$ cat config.mk
export PLATFORM = sky130hd
export DESIGN_NAME = fetch_queue
export DESIGN_NICKNAME = d
export VERILOG_FILES = /design/src/rtl/fetch_queue_pkg.sv /design/src/rtl/fq_storage.sv /design/src/rtl/fetch_queue.sv
export SDC_FILE = /design/constraint.sdc
export NUM_CORES = 1
export LEC_CHECK = 0
export CAP_MARGIN = 20
export CORE_MARGIN = 8
export CORE_UTILIZATION = 49
export DETAILED_ROUTE_END_ITERATION = 8
export GPL_ROUTABILITY_DRIVEN = 0
export PLACE_DENSITY = 0.72
export SLEW_MARGIN = 20
export SYNTH_ARGS = -nofsm -noshare
export SYNTH_HDL_FRONTEND = slang
export SYNTH_SLANG_ARGS = --single-unit
$ cat constraint.sdc
create_clock -name clk -period 10.78 [get_ports clk]
set_clock_uncertainty 0.2 [all_clocks]
set_input_delay 1.617 -clock clk [delete_from_list [all_inputs] [get_ports clk]]
set_output_delay 1.617 -clock clk [all_outputs]
set_load 0.1 [all_outputs]
$ cat src/rtl/fetch_queue_pkg.sv
// -----------------------------------------------------------------------------
// fetch_queue_pkg
// Shared definitions for the fetch/decode decoupling queue. The widths and the
// entry layout are also used by the decode-stage pipeline registers.
//   INSTR_W    : instruction width
//   PC_W       : PC+4 width
//   ENTRY_W    : width of one queue entry {instr, pcn}
//   fq_entry_t : packed entry, instr in the upper half, pcn in the lower half
// -----------------------------------------------------------------------------
package fetch_queue_pkg;

    localparam int INSTR_W = 32;
    localparam int PC_W    = 32;
    localparam int ENTRY_W = INSTR_W + PC_W;

    typedef struct packed {
        logic [INSTR_W-1:0] instr;
        logic [PC_W-1:0]    pcn;
    } fq_entry_t;

    // Build an entry from the two fetch-stage outputs.
    function automatic fq_entry_t fq_pack(
        input logic [INSTR_W-1:0] instr,
        input logic [PC_W-1:0]    pcn
    );
        fq_entry_t e;
        e.instr = instr;
        e.pcn   = pcn;
        return e;
    endfunction

endpackage

$ cat src/rtl/fq_storage.sv
// -----------------------------------------------------------------------------
// fq_storage
// DEPTH x ENTRY_W register array for the fetch queue: one synchronous write
// port and one asynchronous read port. Contents are not reset; the pointer
// and count logic in fetch_queue decide which entries are meaningful.
// Ports:
//   clk     in   clock
//   wr_en   in   write enable
//   wr_addr in   write address (AW bits)
//   wr_data in   entry to store
//   rd_addr in   read address (AW bits)
//   rd_data out  entry at rd_addr (combinational)
// -----------------------------------------------------------------------------
module fq_storage
    import fetch_queue_pkg::*;
#(
    parameter int DEPTH = 4,
    parameter int AW    = 2
) (
    input  logic               clk,
    input  logic               wr_en,
    input  logic [AW-1:0]      wr_addr,
    input  logic [ENTRY_W-1:0] wr_data,
    input  logic [AW-1:0]      rd_addr,
    output logic [ENTRY_W-1:0] rd_data
);

    logic [ENTRY_W-1:0] mem_q [DEPTH];

    // Synchronous write port.
    always_ff @(posedge clk) begin
        if (wr_en) begin
            mem_q[wr_addr] <= wr_data;
        end
    end

    // Asynchronous read port; DEPTH is a power of two so every address is valid.
    assign rd_data = mem_q[rd_addr];

endmodule

$ cat src/rtl/fetch_queue.sv
// -----------------------------------------------------------------------------
// fetch_queue
// Decoupling instruction queue between the IFU and decode. Buffers up to
// DEPTH {instruction, PC+4} pairs; decode stalls back-pressure fetch through
// 'full'. A taken branch/jump consumed at the head ('redirect' with a pop)
// flushes everything except its delay slot.
// Ports:
//   clk       in   clock, all state updates on posedge
//   reset     in   synchronous active-high clear
//   in_valid  in   fetch presents an instruction
//   in_instr  in   fetched instruction
//   in_pcn    in   PC+4 of the fetched instruction
//   full      out  queue holds DEPTH entries
//   out_valid out  queue is not empty
//   out_instr out  head instruction, zero when empty
//   out_pcn   out  head PC+4, zero when empty
//   out_ready in   decode consumes the head
//   redirect  in   head is a taken branch/jump being consumed
// -----------------------------------------------------------------------------
module fetch_queue
    import fetch_queue_pkg::*;
#(
    parameter int DEPTH = 4
) (
    input  logic               clk,
    input  logic               reset,
    input  logic               in_valid,
    input  logic [INSTR_W-1:0] in_instr,
    input  logic [PC_W-1:0]    in_pcn,
    output logic               full,
    output logic               out_valid,
    output logic [INSTR_W-1:0] out_instr,
    output logic [PC_W-1:0]    out_pcn,
    input  logic               out_ready,
    input  logic               redirect
);

    localparam int AW = $clog2(DEPTH);

    localparam logic [AW:0]   CNT_ZERO  = {(AW+1){1'b0}};
    localparam logic [AW:0]   CNT_ONE   = (AW+1)'(1'b1);
    localparam logic [AW:0]   CNT_FULL  = (AW+1)'(DEPTH);
    localparam logic [AW-1:0] PTR_ZERO  = {AW{1'b0}};
    localparam logic [AW-1:0] PTR_ONE   = AW'(1'b1);
    // Truncates naturally to the pointer width (wraps to 0 when DEPTH == 2).
    localparam logic [AW-1:0] PTR_TWO   = AW'(2'd2);

    logic [AW-1:0] rd_ptr_q, rd_ptr_d;
    logic [AW-1:0] wr_ptr_q, wr_ptr_d;
    logic [AW:0]   count_q,  count_d;

    logic          push_s;
    logic          pop_s;
    logic          take_redirect_s;
    logic          wr_en_s;
    fq_entry_t     wr_entry_s;
    fq_entry_t     head_s;
    logic [ENTRY_W-1:0] rd_data_s;

    // Status is derived from registered state only.
    assign full      = (count_q == CNT_FULL);
    assign out_valid = (count_q != CNT_ZERO);

    // A full queue never accepts a push, even when a pop happens the same cycle.
    assign pop_s           = out_valid & out_ready;
    assign push_s          = in_valid & ~full;
    assign take_redirect_s = pop_s & redirect;

    assign wr_entry_s = fq_pack(in_instr, in_pcn);
    assign head_s     = fq_entry_t'(rd_data_s);

    // Head presentation: zeros when the queue is empty.
    always_comb begin
        out_instr = {INSTR_W{1'b0}};
        out_pcn   = {PC_W{1'b0}};
        if (out_valid) begin
            out_instr = head_s.instr;
            out_pcn   = head_s.pcn;
        end else begin
            out_instr = {INSTR_W{1'b0}};
            out_pcn   = {PC_W{1'b0}};
        end
    end

    // Next-state for pointers, count and the storage write enable.
    always_comb begin
        rd_ptr_d = rd_ptr_q;
        wr_ptr_d = wr_ptr_q;
        count_d  = count_q;
        wr_en_s  = 1'b0;
        if (reset) begin
            // Registers clear in the sequential block; just suppress the write.
            wr_en_s = 1'b0;
        end else if (take_redirect_s) begin
            if (count_q > CNT_ONE) begin
                // Entries remain after the branch: keep only the delay slot at
                // rd_ptr+1, discard everything behind it and drop any push.
                rd_ptr_d = rd_ptr_q + PTR_ONE;
                wr_ptr_d = rd_ptr_q + PTR_TWO;
                count_d  = CNT_ONE;
                wr_en_s  = 1'b0;
            end else if (push_s) begin
                // Branch was the only entry: the incoming fetch is its delay slot.
                wr_en_s  = 1'b1;
                rd_ptr_d = rd_ptr_q + PTR_ONE;
                wr_ptr_d = wr_ptr_q + PTR_ONE;
                count_d  = CNT_ONE;
            end else begin
                // No delay slot available yet; the queue simply drains.
                rd_ptr_d = rd_ptr_q + PTR_ONE;
                wr_ptr_d = wr_ptr_q;
                count_d  = CNT_ZERO;
                wr_en_s  = 1'b0;
            end
        end else begin
            if (push_s) begin
                wr_en_s  = 1'b1;
                wr_ptr_d = wr_ptr_q + PTR_ONE;
            end else begin
                wr_en_s  = 1'b0;
                wr_ptr_d = wr_ptr_q;
            end
            if (pop_s) begin
                rd_ptr_d = rd_ptr_q + PTR_ONE;
            end else begin
                rd_ptr_d = rd_ptr_q;
            end
            count_d = count_q + (AW+1)'(push_s) - (AW+1)'(pop_s);
        end
    end

    // State registers with synchronous reset.
    always_ff @(posedge clk) begin
        if (reset) begin
            rd_ptr_q <= PTR_ZERO;
            wr_ptr_q <= PTR_ZERO;
            count_q  <= CNT_ZERO;
        end else begin
            rd_ptr_q <= rd_ptr_d;
            wr_ptr_q <= wr_ptr_d;
            count_q  <= count_d;
        end
    end

    fq_storage #(
        .DEPTH (DEPTH),
        .AW    (AW)
    ) u_storage (
        .clk     (clk),
        .wr_en   (wr_en_s),
        .wr_addr (wr_ptr_q),
        .wr_data (wr_entry_s),
        .rd_addr (rd_ptr_q),
        .rd_data (rd_data_s)
    );

endmodule

==> results.sh, run 1 <==
export IMPL_outcome="completed"
export IMPL_first_pass_iters=5
export IMPL_die_h_um=160.8
export IMPL_ios=135
export IMPL_setup_viol=0
export IMPL_drv_cap=0
export IMPL_clock_latency_ns=0.52
export IMPL_async_reset_ff_frac=0
export IMPL_routedWlPerCell_um=21.91
export IMPL_r2r_slack_ns=8.19
export IMPL_place_ws_ns=5.964
export IMPL_yosys_warnings=0
export IMPL_placementRows=53
export IMPL_finalCritPeriodShare=0.4899
export IMPL_fin_nets=698
export IMPL_dp_hpwl_um=11900
export IMPL_rsz0062_at_grt="false"
export IMPL_avgSynthCellArea_um2=21.82
export IMPL_drt_iter0_drc=324
export IMPL_ant_nets=0
export IMPL_htree_num_levels=1
export IMPL_clkTransAtPathRegs_ns=0.06
export IMPL_relSlewSlack=0.3322
export IMPL_synth_distinct_cells=33
export IMPL_syn_area_um2=10280
export IMPL_drive_above_1_share=0.1987
export IMPL_syn_inst=471
export IMPL_ys_ff_latch=265
export IMPL_die_area_um2=25860
export IMPL_cts_buffers=27
export IMPL_cts_buffer_depth=3
export IMPL_end_kind="output port"
export IMPL_core_area_um2=20820
export IMPL_post_cts_buffers=0
export IMPL_final_max_slew_viol_count=0
export IMPL_hold_slack_ns=0.3698
export IMPL_hold_buffers=0
export IMPL_final_min_clock_period_ns=5.281
export IMPL_grt_usage=0.1539
export IMPL_tns_ns=0
export IMPL_vias=4956
export IMPL_clkSinkCount=265
export IMPL_first_global_vias=5566
export IMPL_arrival_ns=3.46
export IMPL_final_hold_viol_count=0
export IMPL_synth_enable_flop_cells=256
export IMPL_grt_max_degree=66
export IMPL_cts_root_buffer="clkbuf_16"
export IMPL_max_freq_mhz=189.4
export IMPL_syn_nets=548
export IMPL_initial_core_util=0.4935
export IMPL_drc_errors=0
export IMPL_cts_tree="yes"
export IMPL_crit_type="flop to output port"
export IMPL_crit_fanout=53
export IMPL_hp_class="flop to flop"
export IMPL_grt_overflow_total=0
export IMPL_worst_pin_slew_ns=0.9986
export IMPL_start_kind="flop"
export IMPL_viasPerCell=5.422
export IMPL_cts_resized=0
export IMPL_n_antenna_cell=0
export IMPL_fin_ws_ns=5.499
export IMPL_cp_data_required_time_ns=8.96
export IMPL_ys_flop_type="edfxtp_1"
export IMPL_area_growth_synth_to_final_pct=23.84
export IMPL_yosysSeqAreaShare=0.7656
export IMPL_dieWidth_um=160.8
export IMPL_port_buffers=134
export IMPL_grt_pass1_wl_um=31230
export IMPL_wl_um=20020
export IMPL_antenna_found_initial=1
==> metal layers <==
metal,routed length [um],GRT usage
met3,1248,0.03455
met1,8229,0.1937
met4,335,0.03830
met5,13,0
met2,10200,0.2666
==> path summary, 6_finish.rpt <==
check | startpoint | to | cells past startpoint
worst min register to register | rd_ptr_q[1]$_SDFFE_PP0N_ | flop | 3
worst min-delay path | rd_ptr_q[1]$_SDFFE_PP0N_ | flop | 3
worst max-delay path | flop | out_instr[21] | 4
worst max register to register | count_q[1]$_SDFF_PP0_ | u_storage.mem_q[3][44]$_DFFE_PP_ | 6
==> placed cells by master, fill, tap and decap left out, types with 2 or more instances in the layout <==
cell type and count:
a311oi_2 2, and2_1 64, buf_4 8, clkbuf_1 3, clkbuf_16 27, clkdlybuf4s50_1 134
clkinv_1 5, clkinv_2 8, clkinvlp_4 2, dfxtp_1 7, dfxtp_4 2, edfxtp_1 256
ha_1 7, inv_1 10, mux4_2 64, nand2_1 3, nand3_1 2, nor2_1 5
nor3_1 3, nor3b_1 2, nor4b_2 4, xor2_1 2
==> sequential cells by signal (all words and copies together), names as in the netlist, named ones only <==
signal,cells
rd_ptr_q,2
u_storage.mem_q,256
wr_ptr_q,2
count_q,3
==> layout make-up <==
type                       count  area [um2]
clock buffer                  30       686.9
tap                          275       344.1
multi-input combinational    172        2237
inverter                      12       51.30
fill                        1478        8097
clock inverter                17       118.9
sequential                   265        7875
timing repair buffer         143        1413
==> cell usage after synthesis (all sizes together) (2+ instances only) <==
cell,number,area [um2]
nand3,2,10.01
buf,14,113.9
inv,11,41.29
nor2,5,18.77
ha,7,87.58
nand2,3,11.26
edfxtp,256,7687
nor3,4,25.02
and2,64,400.4
clkbuf,8,32.53
mux4,64,1441
dfxtp,9,180.2
nor3b,2,15.01
nor4b,4,35.03
o21ai,3,18.76
xor2,2,17.52
a311oi,2,30.03
==> cells by family after synthesis <==
group                      after synthesis  synth area share
AOI/OAI and AO/OA                       10          0.009375
xor gates and xnor gates                 3          0.002557
adders and majority gates                8           0.01047
buffers and inverters                   34           0.01912
DFF                                    265            0.7656
muxes                                   64            0.1403
and+or+nand+nor                         87           0.05260
==> worst max-delay path, stage by stage, from the launching register on <==
cell and delay (ns):
dfxtp_4 0.49, buf_6 0.65, mux4_2 0.58, and2_1 0.20, clkdlybuf4s50_1 0.99
==> through the flow <==
stage	util	instances	cell area, um2
floorplan	-	471	10280
global placement	0.5722	867	11920
detailed placement	0.5724	867	11920
CTS	0.6111	914	12720
global route	0.6112	914	12730
finish	0.6112	914	12730
Power of run 1 is left out: the tool's default activity adds up to more than one toggle a clock period on the data nets, which glitch-free logic cannot reach.
==> run 2, diff against run 1 <==
PLACE_DENSITY = 0.75   (was 0.72)
clock period = 4.5 ns   (was 10.78 ns; I/O delays follow)
==> run 2 against run 1 <==
Against the previous run:
- final area down 0.32%
- flip-flop and latch count unchanged
- count of clock-buffer cells in the layout unchanged
- global-route usage down 0.29 points
==> results.sh, run 2 (same netlist as run 1, synthesis figures left out) <==
export IMPL_worst_pin_slew_ns=0.9729
export IMPL_drc_errors=0
export IMPL_vias=4906
export IMPL_relSlewSlack=0.3494
export IMPL_critPathMaxStageDelay_ns=0.75
export IMPL_cts_buffer_depth=3
export IMPL_dp_hpwl_um=11930
export IMPL_final_hold_viol_count=0
export IMPL_end_kind="output port"
export IMPL_hp_start="rd_ptr_q[0]$_SDFFE_PP0N_"
export IMPL_mostFrequentLayoutCells="256 x edfxtp_1, 69 x clkdlybuf4s50_1, 68 x buf_4"
export IMPL_largest_registers="u_storage.mem_q x256, count_q x3"
export IMPL_cts_buffers=26
export IMPL_grt_overflow_total=0
export IMPL_cts_root_buffer="clkbuf_16"
export IMPL_first_pass_iters=4
export IMPL_arrival_ns=2.68
export IMPL_crit_chain="buf_4, mux4_2, and2_1, buf_4"
export IMPL_crit_path_frequent_cell="buf_4"
export IMPL_dieWidth_um=160.8
export IMPL_finalCritPeriodShare=0.7902
export IMPL_drive_above_1_share=0.2962
export IMPL_ant_nets=0
export IMPL_crit_fanout=31
export IMPL_cts_tree="yes"
export IMPL_grt_pass1_wl_um=30480
export IMPL_clkTransAtPathRegs_ns=0.06
export IMPL_clkSinkCount=265
export IMPL_crit_type="flop to output port"
export IMPL_placementRows=53
export IMPL_routedWlPerCell_um=21.71
export IMPL_hp_class="flop to flop"
export IMPL_top_register="u_storage.mem_q"
export IMPL_n_antenna_cell=0
export IMPL_port_buffers=134
export IMPL_clock_latency_ns=0.51
export IMPL_die_h_um=160.8
export IMPL_post_cts_buffers=0
export IMPL_r2r_start="count_q[2]$_SDFF_PP0_"
export IMPL_initial_core_util=0.4935
export IMPL_cp_data_required_time_ns=3.62
export IMPL_place_inst=865
export IMPL_htree_num_levels=1
export IMPL_die_area_um2=25860
export IMPL_fin_ws_ns=0.9442
export IMPL_place_ws_ns=1.427
export IMPL_rsz0062_at_grt="false"
export IMPL_final_min_clock_period_ns=3.556
export IMPL_largest_reg_flops=256
export IMPL_ios=135
export IMPL_cts_resized=0
export IMPL_hold_buffers=0
export IMPL_antenna_found_initial=0
export IMPL_core_area_um2=20820
export IMPL_first_global_vias=5303
export IMPL_wl_um=19830
export IMPL_outcome="completed"
export IMPL_start_kind="flop"
export IMPL_fin_nets=695
export IMPL_final_common_cell="edfxtp_1"
export IMPL_critical_path_slowest_cell="dfxtp_4"
export IMPL_hold_depth=2
export IMPL_r2r_end="count_q[1]$_SDFF_PP0_"
export IMPL_grt_max_degree=66
export IMPL_area_growth_synth_to_final_pct=23.45
export IMPL_viasPerCell=5.373
export IMPL_setup_viol=0
export IMPL_max_freq_mhz=281.2
export IMPL_r2r_slack_ns=1.82
export IMPL_grt_usage=0.1510
export IMPL_drt_iter0_drc=328
export IMPL_hold_end="rd_ptr_q[0]$_SDFFE_PP0N_"
export IMPL_final_max_slew_viol_count=0
export IMPL_hold_slack_ns=0.3656
export IMPL_rr_worst_depth=7
export IMPL_drv_cap=0
export IMPL_fin_cells=913
## run 2: worst max path at each step
stage / slack [ns] / endpoint / startpoint
5_1_grt: 0.77 / out_instr[10] / flop
2_1_floorplan: -0.76 / u_storage.mem_q[3][0]$_DFFE_PP_ / redirect
6_report: 0.94 / out_instr[10] / flop
4_1_cts: 0.87 / out_instr[10] / flop
3_3_place_gp: 1.43 / out_instr[10] / flop
3_5_place_dp: 1.43 / out_instr[10] / flop
## run 2: layer usage
metal  vias to the layer above  part of all wire  GRT usage
li1                       2204                 -          -
met3                        18             0.058    0.03635
met5                         -                 0          0
met2                       136              0.51     0.2534
met4                         0             0.015    0.04209
met1                      2548              0.42     0.1941
## run 2: area by class of cell
class	instances	area, um2
Tap cell	275	344.1
Inverter	12	50.05
Sequential cell	265	7875
Multi-Input combinational cell	172	2272
Timing Repair Buffer	141	1281
Fill cell	1453	8137
Clock inverter	18	197.7
Clock buffer	30	665.6
## run 2: stage by stage
step | cell area [um2] | setup TNS, ns | utilization
6_report | 12690 | 0 | 0.6092
3_3_place_gp | 11820 | 0 | 0.5678
3_5_place_dp | 11820 | 0 | 0.5678
2_1_floorplan | 10300 | -189.38 | -
4_1_cts | 12690 | 0 | 0.6092
5_1_grt | 12690 | 0 | 0.6092
## run 2: worst max-delay path: cells and delay by family (launching register included)
| kind | cells | cell delay [ns] |
|---|---|---|
| and+or+nand+nor | 1 | 0.19 |
| buffers and inverters | 2 | 0.63 |
| muxes | 1 | 0.58 |
| DFF | 1 | 0.75 |
Power of run 2 is left out for the same reason.
